## src/rtl/cpu_pkg.sv

```systemverilog
// Shared fetch-path definitions: reset defaults, fetch FSM encoding, IF/ID entry type.
package cpu_pkg;

  localparam logic [31:0] RESET_PC_DEF  = 32'h0000_0000;
  localparam logic [31:0] NOP_INSTR_DEF = 32'h0000_0013;  // addi x0,x0,0

  // Fetch FSM: IDLE = no request, WAIT = request live and wanted, KILL = request live but stale.
  localparam logic [1:0] StIdle = 2'd0;
  localparam logic [1:0] StWait = 2'd1;
  localparam logic [1:0] StKill = 2'd2;

  typedef struct packed {
    logic [31:0] pc;
    logic [31:0] instr;
  } fetch_entry_t;

  // Sequential fetch address; wraps naturally at 2^32.
  function automatic logic [31:0] next_word_addr(input logic [31:0] addr);
    return addr + 32'd4;
  endfunction

endpackage

```

## src/rtl/fetch_skid_buf.sv

```systemverilog
// One-entry {pc, instr} skid buffer that parks a fetched word while IF/ID is held.
module fetch_skid_buf
  import cpu_pkg::*;
(
  input  logic         clk_i,
  input  logic         rst_i,
  input  logic         load_i,
  input  logic         drain_i,
  input  logic         clear_i,
  input  fetch_entry_t data_i,
  output logic         valid_o,
  output fetch_entry_t data_o
);

  logic         valid_q;
  fetch_entry_t data_q;

  // Clear (branch flush) wins over load; load and drain never coincide.
  always_ff @(posedge clk_i or negedge rst_i) begin
    if (!rst_i) begin
      valid_q <= 1'b0;
      data_q  <= '0;
    end else begin
      if (clear_i) begin
        valid_q <= 1'b0;
      end else if (load_i) begin
        valid_q <= 1'b1;
        data_q  <= data_i;
      end else if (drain_i) begin
        valid_q <= 1'b0;
      end
    end
  end

  assign valid_o = valid_q;
  assign data_o  = data_q;

endmodule

```

## src/rtl/if_fetch_stage.sv

```systemverilog
// Instruction-fetch stage: PC, icache req/ack handshake, and the IF/ID pipeline register
// with hold (hazard / dcache stall) and bubble (branch flush) control.
module if_fetch_stage
  import cpu_pkg::*;
#(
  parameter logic [31:0] RESET_PC  = RESET_PC_DEF,
  parameter logic [31:0] NOP_INSTR = NOP_INSTR_DEF
) (
  input  logic        clk_i,
  input  logic        rst_i,
  input  logic        pc_write_i,
  input  logic        stall_i,
  input  logic        mem_stall_i,
  input  logic        flush_i,
  input  logic [31:0] br_target_i,
  output logic        imem_req_o,
  output logic [31:0] imem_addr_o,
  input  logic        imem_ack_i,
  input  logic [31:0] imem_rdata_i,
  output logic        ifid_valid_o,
  output logic [31:0] ifid_pc_o,
  output logic [31:0] ifid_instr_o
);

  logic [1:0]   state_q, state_d;
  logic [31:0]  pc_q, pc_d;
  logic [31:0]  addr_q, addr_d;
  logic         ifid_valid_q, ifid_valid_d;
  logic [31:0]  ifid_pc_q, ifid_pc_d;
  logic [31:0]  ifid_instr_q, ifid_instr_d;

  logic         buf_valid, buf_load, buf_drain, buf_clear, buf_after;
  fetch_entry_t buf_data, cap_entry;

  logic         ifid_hold, flush_eff, can_issue, capture, issue_after_capture;
  logic [31:0]  redirect_pc, pc_inc;
  logic         unused_tgt_lsb;

  assign ifid_hold   = stall_i | mem_stall_i;
  // ID is frozen during a dcache stall, so its branch decision is re-presented later.
  assign flush_eff   = flush_i & ~mem_stall_i;
  assign can_issue   = pc_write_i & ~mem_stall_i & ~buf_valid;
  assign capture     = (state_q == StWait) & imem_ack_i;
  assign redirect_pc = {br_target_i[31:2], 2'b00};
  assign pc_inc      = next_word_addr(pc_q);
  assign cap_entry   = '{pc: addr_q, instr: imem_rdata_i};

  assign unused_tgt_lsb = ^br_target_i[1:0];

  fetch_skid_buf u_skid (
    .clk_i   (clk_i),
    .rst_i   (rst_i),
    .load_i  (buf_load),
    .drain_i (buf_drain),
    .clear_i (buf_clear),
    .data_i  (cap_entry),
    .valid_o (buf_valid),
    .data_o  (buf_data)
  );

  // IF/ID register and skid buffer steering: flush bubbles, hold freezes, else advance.
  always_comb begin
    ifid_valid_d = ifid_valid_q;
    ifid_pc_d    = ifid_pc_q;
    ifid_instr_d = ifid_instr_q;
    buf_load     = 1'b0;
    buf_drain    = 1'b0;
    buf_clear    = 1'b0;
    if (flush_eff) begin
      buf_clear    = 1'b1;
      ifid_valid_d = 1'b0;
      ifid_instr_d = NOP_INSTR;
    end else if (!ifid_hold) begin
      if (buf_valid) begin
        buf_drain    = 1'b1;
        ifid_valid_d = 1'b1;
        ifid_pc_d    = buf_data.pc;
        ifid_instr_d = buf_data.instr;
      end else if (capture) begin
        ifid_valid_d = 1'b1;
        ifid_pc_d    = cap_entry.pc;
        ifid_instr_d = cap_entry.instr;
      end else begin
        ifid_valid_d = 1'b0;
        ifid_instr_d = NOP_INSTR;
      end
    end else if (capture) begin
      // WAIT is only entered with an empty buffer, so this never overwrites a parked word.
      buf_load = 1'b1;
    end
  end

  // Buffer occupancy as seen after this cycle's load/drain decides back-to-back issue.
  assign buf_after           = (buf_valid & ~buf_drain) | buf_load;
  assign issue_after_capture = pc_write_i & ~mem_stall_i & ~buf_after;

  // Fetch FSM and PC: flush redirects and retires/abandons the live request.
  always_comb begin
    state_d = state_q;
    pc_d    = pc_q;
    addr_d  = addr_q;
    if (flush_eff) begin
      pc_d = redirect_pc;
      unique case (state_q)
        StIdle: begin
          if (pc_write_i) begin
            state_d = StWait;
            addr_d  = redirect_pc;
          end
        end
        StWait, StKill: begin
          if (imem_ack_i) begin
            if (pc_write_i) begin
              state_d = StWait;
              addr_d  = redirect_pc;
            end else begin
              state_d = StIdle;
            end
          end else begin
            state_d = StKill;
          end
        end
        default: state_d = StIdle;
      endcase
    end else begin
      unique case (state_q)
        StIdle: begin
          if (can_issue) begin
            state_d = StWait;
            addr_d  = pc_q;
          end
        end
        StWait: begin
          if (imem_ack_i) begin
            pc_d = pc_inc;
            if (issue_after_capture) begin
              state_d = StWait;
              addr_d  = pc_inc;
            end else begin
              state_d = StIdle;
            end
          end
        end
        StKill: begin
          if (imem_ack_i) begin
            if (can_issue) begin
              state_d = StWait;
              addr_d  = pc_q;
            end else begin
              state_d = StIdle;
            end
          end
        end
        default: state_d = StIdle;
      endcase
    end
  end

  // State registers; reset abandons any outstanding fetch.
  always_ff @(posedge clk_i or negedge rst_i) begin
    if (!rst_i) begin
      state_q      <= StIdle;
      pc_q         <= RESET_PC;
      addr_q       <= RESET_PC;
      ifid_valid_q <= 1'b0;
      ifid_pc_q    <= 32'h0;
      ifid_instr_q <= NOP_INSTR;
    end else begin
      state_q      <= state_d;
      pc_q         <= pc_d;
      addr_q       <= addr_d;
      ifid_valid_q <= ifid_valid_d;
      ifid_pc_q    <= ifid_pc_d;
      ifid_instr_q <= ifid_instr_d;
    end
  end

  assign imem_req_o   = (state_q != StIdle);
  assign imem_addr_o  = addr_q;
  assign ifid_valid_o = ifid_valid_q;
  assign ifid_pc_o    = ifid_pc_q;
  assign ifid_instr_o = ifid_instr_q;

endmodule
```

## config.mk

```make
export PLATFORM = sky130hd
export DESIGN_NAME = if_fetch_stage
export DESIGN_NICKNAME = d
export VERILOG_FILES = /design/src/rtl/cpu_pkg.sv /design/src/rtl/fetch_skid_buf.sv /design/src/rtl/if_fetch_stage.sv
export SDC_FILE = /design/constraint.sdc
export NUM_CORES = 1
export LEC_CHECK = 0
export CAP_MARGIN = 20
export CORE_MARGIN = 3
export CORE_UTILIZATION = 41
export CTS_CLUSTER_DIAMETER = 120
export DETAILED_ROUTE_END_ITERATION = 6
export GPL_TIMING_DRIVEN = 1
export HOLD_SLACK_MARGIN = 0.02
export PLACE_DENSITY = 0.74
export REMOVE_ABC_BUFFERS = 1
export SYNTH_ARGS = -nofsm -noshare
export SYNTH_HDL_FRONTEND = slang
export SYNTH_SLANG_ARGS = --single-unit
```

## constraint.sdc

```tcl
create_clock -name clk_i -period 3.35 [get_ports clk_i]
set_input_delay 0.67 -clock clk_i [delete_from_list [all_inputs] [get_ports clk_i]]
set_output_delay 0.67 -clock clk_i [all_outputs]
set_load 0.01 [all_outputs]
```

==> qor.yml, run 1 <==
clk_latency_ns: 0.43
die-height_um: 156
setup_viol: 0
cts.sinks: 188
leakagePower_nw: 4.61
fin_tns_setup_ns: 0
synth_edf_count: 0
rr_worst_depth: 7
first_global_vias: 6790
drt-initial-drc-count: 386
async_flop_share_pct: 100
grt_util_all_layers_pct: 18.6
synth_area_leader_cell: "dfrtp_1"
drive_gt1_share_pct: 16.4
dr.pass1.iters: 5
synthToLayoutAreaGrowth_pct: 26.7
min_path_type: "input port to async pin"
critPathLaunchType: "input port"
rsz0062_at_grt: "false"
numCtsBuffers: 17
hold_ws_ns: 0.270
finalWirelength_um: 22400
fp.coreArea_um2: 21900
antenna_found_initial: 0
port_buffers: 162
post-route-util_pct: 53.1
reg2reg_setup_slack_ns: 0.75
path_cells: "clkdlybuf4s50_1 -> and3b_1 -> o221ai_1 -> a31o_2 -> and3_1 -> a211oi_1"
powerDensity_nw_per_um2: 818
clkTransAtPathRegs_ns: 0.07
synth_area_leaders: "dfrtp_1 (50%), mux2_2 (8.8%), a21oi_1 (4.8%)"
crit_fanout: 14
postCtsHoldBufs: 0
critPathKind: "input port to register"
gp_congestion: 0.821
yosysWarnings: 0
slowest_delay_ns: 0.70
num_rows: 54
drtAntennaViolNets: 0
crit_path_top_delay_cell: "clkdlybuf4s50_1"
nFillCells: 1941
grt_first_pass_wirelength_um: 36500
syn_inst: 842
synth_top_area_share_pct: 50.4
fmax_mhz: 380
tightest_slew_ns: 0.710
maxCapViolCount: 0
ios: 169
die_area_um2: 24200
cts.path.max_buffers: 2
avgSynthCellArea_um2: 10.9
die_x_um: 156
crit_path_end_kind: "register"
drcViolationCount: 0
worstPathRequired_ns: 3.63
post_drt_wl_per_cell_um: 17.6
grt_start_max_net_pins: 95
crit_arrival_ns: 2.91
fin_crit_ns: 2.63
ys.flop_type: "dfrtp_1"
synth_area_um2: 9180
avgViaCountPerCell: 5.40
cts_resized: 0
htree_levels: 4
vias: 6862
synth-seq-cells: 188
ys_types: 62
slew_headroom_pct: 52.7
cts_root_buffer: "clkbuf_16"
nets: 1054
grt_overflow: 0
timing.rr.start: "state_q[1]$_DFFE_PN0P_"
place_hpwl_um: 15000
skew_ns: 0.00880
p_total_mw: 9.51
max-vdd-ir-drop_uv: 403
outcome: "finished, final reports clean"
finalHoldViolCount: 0
timing.final.crit_share_pct: 78.6
initial_core_util_pct: 41.9
drv_slew: 0
ys_seq_area_share_pct: 51.3
postCtsSetupBuffers: 0
cts_tree: "done"
r2r_end: "pc_q[30]$_DFFE_PN0P_"
diodes: 0
[final cells by class]
class	count	area [um2]	share of cell area (%)
clock buffer	22	474	4.08
clock inverter	10	139	1.19
inverter	8	30.0	0.258
multi-input combinational	584	4110	35.3
sequential	188	4710	40.5
tap	280	350	3.01
timing repair buffer	179	1820	15.6
[through the flow]
| stage | setup slack, ns | instance area [um2] | instances |
|---|---|---|---|
| 2_1_floorplan | -0.227 | 8840 | 780 |
| 3_3_place_gp | 0.347 | 11000 | 1239 |
| 3_5_place_dp | 0.240 | 11000 | 1239 |
| 4_1_cts | 0.667 | 11600 | 1271 |
| 5_1_grt | 0.524 | 11600 | 1271 |
| 6_report | 0.717 | 11600 | 1271 |
[power breakdown]
part	switching [mW]	internal (mW)	leakage [nW]	total, mW
clock	0.895	1.24	0.300	2.13
sequential	0.708	3.17	2.19	3.88
combinational	1.55	1.95	2.12	3.50
[cell usage after synthesis, drive strengths merged (9+ instances only)]
| library cell | count |
|---|---|
| xor2 | 24 |
| and3 | 9 |
| buf | 44 |
| clkbuf | 21 |
| nor2 | 73 |
| xnor2 | 26 |
| nor3 | 26 |
| mux2i | 35 |
| dfrtp | 185 |
| mux2 | 80 |
| a211oi | 11 |
| nand2 | 45 |
| a21oi | 89 |
| nand3 | 19 |
| o21ai | 39 |
| a22oi | 29 |
| nand4 | 21 |
[flip-flops by register name, indices dropped and copies added, names as in the netlist]
| name | flops |
|---|---|
| u_skid.valid_o | 1 |
| imem_addr_o | 30 |
| u_skid.data_o | 62 |
| ifid_instr_o | 32 |
| ifid_pc_o | 30 |
| ifid_valid_o | 1 |
| state_q | 2 |
| pc_q | 30 |
[logic make-up after synthesis]
family | after synthesis | share of synthesized area (%)
compound gates | 187 | 11.8
buf+inv | 73 | 4.20
simple gates | 223 | 13.3
flops | 188 | 51.3
xor+xnor | 50 | 4.77
fa+ha+maj | 5 | 0.681
other cells | 1 | 0.0408
mux | 115 | 14.0
[routing by layer]
layer | vias up | wire, um | global-route usage [%]
met3 | 13 | 1290 | 4.22
met1 | 3392 | 10500 | 26.7
li1 | 3269 | - | -
met4 | 0 | 143 | 3.50
met5 | - | 0 | 0
met2 | 188 | 10500 | 29.4
[worst max-delay path: cells and delay by family]
family                 cells  cell delay, ns
buffers and inverters      1            0.70
AO/OA/AOI/OAI              3            0.76
AND/OR/NAND/NOR            2            0.78
[cells in the final DEF (no fill, tap or decap), types with 11 or more instances in the layout]
cell and count:
nand4_1 18, buf_4 12, mux2_2 72, a21oi_1 88
dfrtp_1 184, nand3_1 15, clkdlybuf4s50_1 161, a211oi_1 11
mux2i_1 35, o21ai_0 39, nor2_1 72, xnor2_1 26
clkbuf_16 17, a22oi_1 29, xor2_1 24, nand2_1 43
nor3_1 20
[how the worst max path moves through the flow]
stage               cells past startpoint                          end                  startpoint  slack [ns]
floorplan                               3    ifid_pc_o[10]$_DFFE_PN0P_  u_skid.valid_o$_DFFE_PN0P_       -0.23
global placement                        6  imem_addr_o[19]$_DFFE_PN0P_                  imem_ack_i        0.35
detailed placement                      6  imem_addr_o[18]$_DFFE_PN0P_                  imem_ack_i        0.24
CTS                                     6  imem_addr_o[27]$_DFFE_PN0P_                  imem_ack_i        0.67
global route                            7         pc_q[30]$_DFFE_PN0P_      state_q[1]$_DFFE_PN0P_        0.52
finish                                  6  imem_addr_o[22]$_DFFE_PN0P_                     flush_i        0.72
Note: power is estimated with default switching activity, not from simulation.
==> run 2, diff against run 1 <==
PLACE_DENSITY = 0.77   (was 0.74)
clock period = 2.33 ns   (was 3.35 ns; I/O delays follow)
==> qor.yml, run 2 (same netlist as run 1, synthesis figures left out) <==
synthToLayoutAreaGrowth_pct: 30.9
htree_levels: 4
final_common_cell: "dfrtp_1"
cp_num_buf_inv: 1
dr.pass1.iters: 5
drt-initial-drc-count: 502
crit_path_top_delay_cell: "dfrtp_1"
fin_crit_ns: 2.19
cts_root_buffer: "clkbuf_16"
worstPathRequired_ns: 2.67
rsz0062_at_grt: "true"
powerDensity_nw_per_um2: 1160
crit_path_end_kind: "register"
clk_latency_ns: 0.43
path_delay_family: "simple AND/OR/NAND/NOR gates"
clkTransAtPathRegs_ns: 0.07
die_area_um2: 24200
slowest_delay_ns: 0.41
die-height_um: 156
postCtsSetupBuffers: 0
ios: 169
setup_viol: 0
min_path_type: "register to register"
num_rows: 54
drtAntennaViolNets: 0
critPathKind: "register to register"
largest_reg_flops: 62
antenna_found_initial: 0
nets: 1091
finalWirelength_um: 23400
timing.final.crit_share_pct: 94.0
die_x_um: 156
max-vdd-ir-drop_uv: 574
mostFrequentLayoutCells: "dfrtp_1 (184), clkdlybuf4s50_1 (160), a21oi_1 (88), nor2_1 (72), mux2_2 (72)"
critPathLaunchType: "register"
cts.sinks: 188
grt_start_max_net_pins: 63
grt_overflow: 0
first_global_vias: 7313
cts.path.max_buffers: 2
post_drt_wl_per_cell_um: 17.9
finalHoldViolCount: 0
fin_tns_setup_ns: 0
skew_ns: 0.00909
gp_congestion: 0.865
hold_ws_ns: 0.479
crit_arrival_ns: 2.53
drive_gt1_share_pct: 19.7
drv_slew: 0
port_buffers: 162
drcViolationCount: 0
grt_first_pass_wirelength_um: 38100
reg2reg_setup_slack_ns: 0.14
initial_core_util_pct: 41.9
vias: 7102
fp.coreArea_um2: 21900
outcome: "finished, final reports clean"
place_hpwl_um: 16200
maxCapViolCount: 0
leakagePower_nw: 4.84
crit_fanout: 8
cts_tree: "done"
path_cells: "inv_1 -> ha_2 -> nand3_1 -> nor3_4 -> nand4_2 -> or3_1 -> a31oi_1"
avgViaCountPerCell: 5.43
numCtsBuffers: 17
grt_util_all_layers_pct: 19.3
diodes: 0
fmax_mhz: 457
[run 2: changes by cell type in the layout (fill, tap and decap cells not counted), moves of 2 or more]
cell      before  now
clkbuf_1       2    0
buf_12         5   13
inv_8          0    4
clkbuf_8       4    2
buf_4         12   40
inv_6          0    4
clkinv_2       3    0
[run 2: through the flow]
step / instances / utilization [%] / area, um2 / power (mW) / setup slack (ns)
finish: 1308 / 54.9 / 12000 / 14.0 / 0.140
global placement: 1275 / 52.0 / 11400 / 10.7 / -0.100
floorplan: 780 / - / 8840 / 8.37 / -1.25
CTS: 1308 / 54.9 / 12000 / 14.1 / 0.0279
global route: 1308 / 54.9 / 12000 / 14.8 / -0.00637
detailed placement: 1275 / 52.0 / 11400 / 11.0 / -0.181
[run 2: final cells by class]
cell class,count,area (um2)
flip-flops and latches,188,4710
repair buffers,216,2200
fillers,1863,9880
clock buffers,18,439
multi-input cells,584,4110
inverters,8,30.0
clock inverters,14,173
well taps,280,350
[run 2: worst min-delay path, delay by kind of cell, from the launching register on]
family,cells,cell delay [ns]
flip-flops,1,0.34
AO/OA/AOI/OAI,1,0.06
AND/OR/NAND/NOR,1,0.04
[run 2: what timing repair did]
| action | 4_1_cts | 5_1_grt |
|---|---|---|
| setup endpoints to repair | 1 | 64 |
| hold buffers | 1 | 0 |
| gates resized for setup | 1 | 2 |
| hold endpoints to repair | 27 | 0 |
[run 2: layer usage]
layer / global-route usage [%] / share of wire (%)
met1: 25.8 / 44
met2: 32.4 / 48
met3: 4.41 / 6.2
met4: 4.42 / 0.87
met5: 0 / 0
[run 2: final timing paths]
check	startpoint	endpoint	cells after the start
min in group asynchronous	rst_i	u_skid.data_o[27]$_DFFE_PN0P_	2
setup / recovery	state_q[1]$_DFFE_PN0P_	pc_q[26]$_DFFE_PN0P_	7
hold / removal	ifid_instr_o[13]$_DFFE_PN0P_	ifid_instr_o[13]$_DFFE_PN0P_	2
hold reg to reg	ifid_instr_o[13]$_DFFE_PN0P_	ifid_instr_o[13]$_DFFE_PN0P_	2
setup reg to reg	state_q[1]$_DFFE_PN0P_	pc_q[26]$_DFFE_PN0P_	7
max in group asynchronous	rst_i	ifid_pc_o[11]$_DFFE_PN0P_	3
[run 2: report_power, final]
group | switching, mW | internal (mW) | total, mW
Clock | 1.39 | 1.66 | 3.05
Combinational | 2.35 | 2.99 | 5.34
Sequential | 1.01 | 4.55 | 5.56
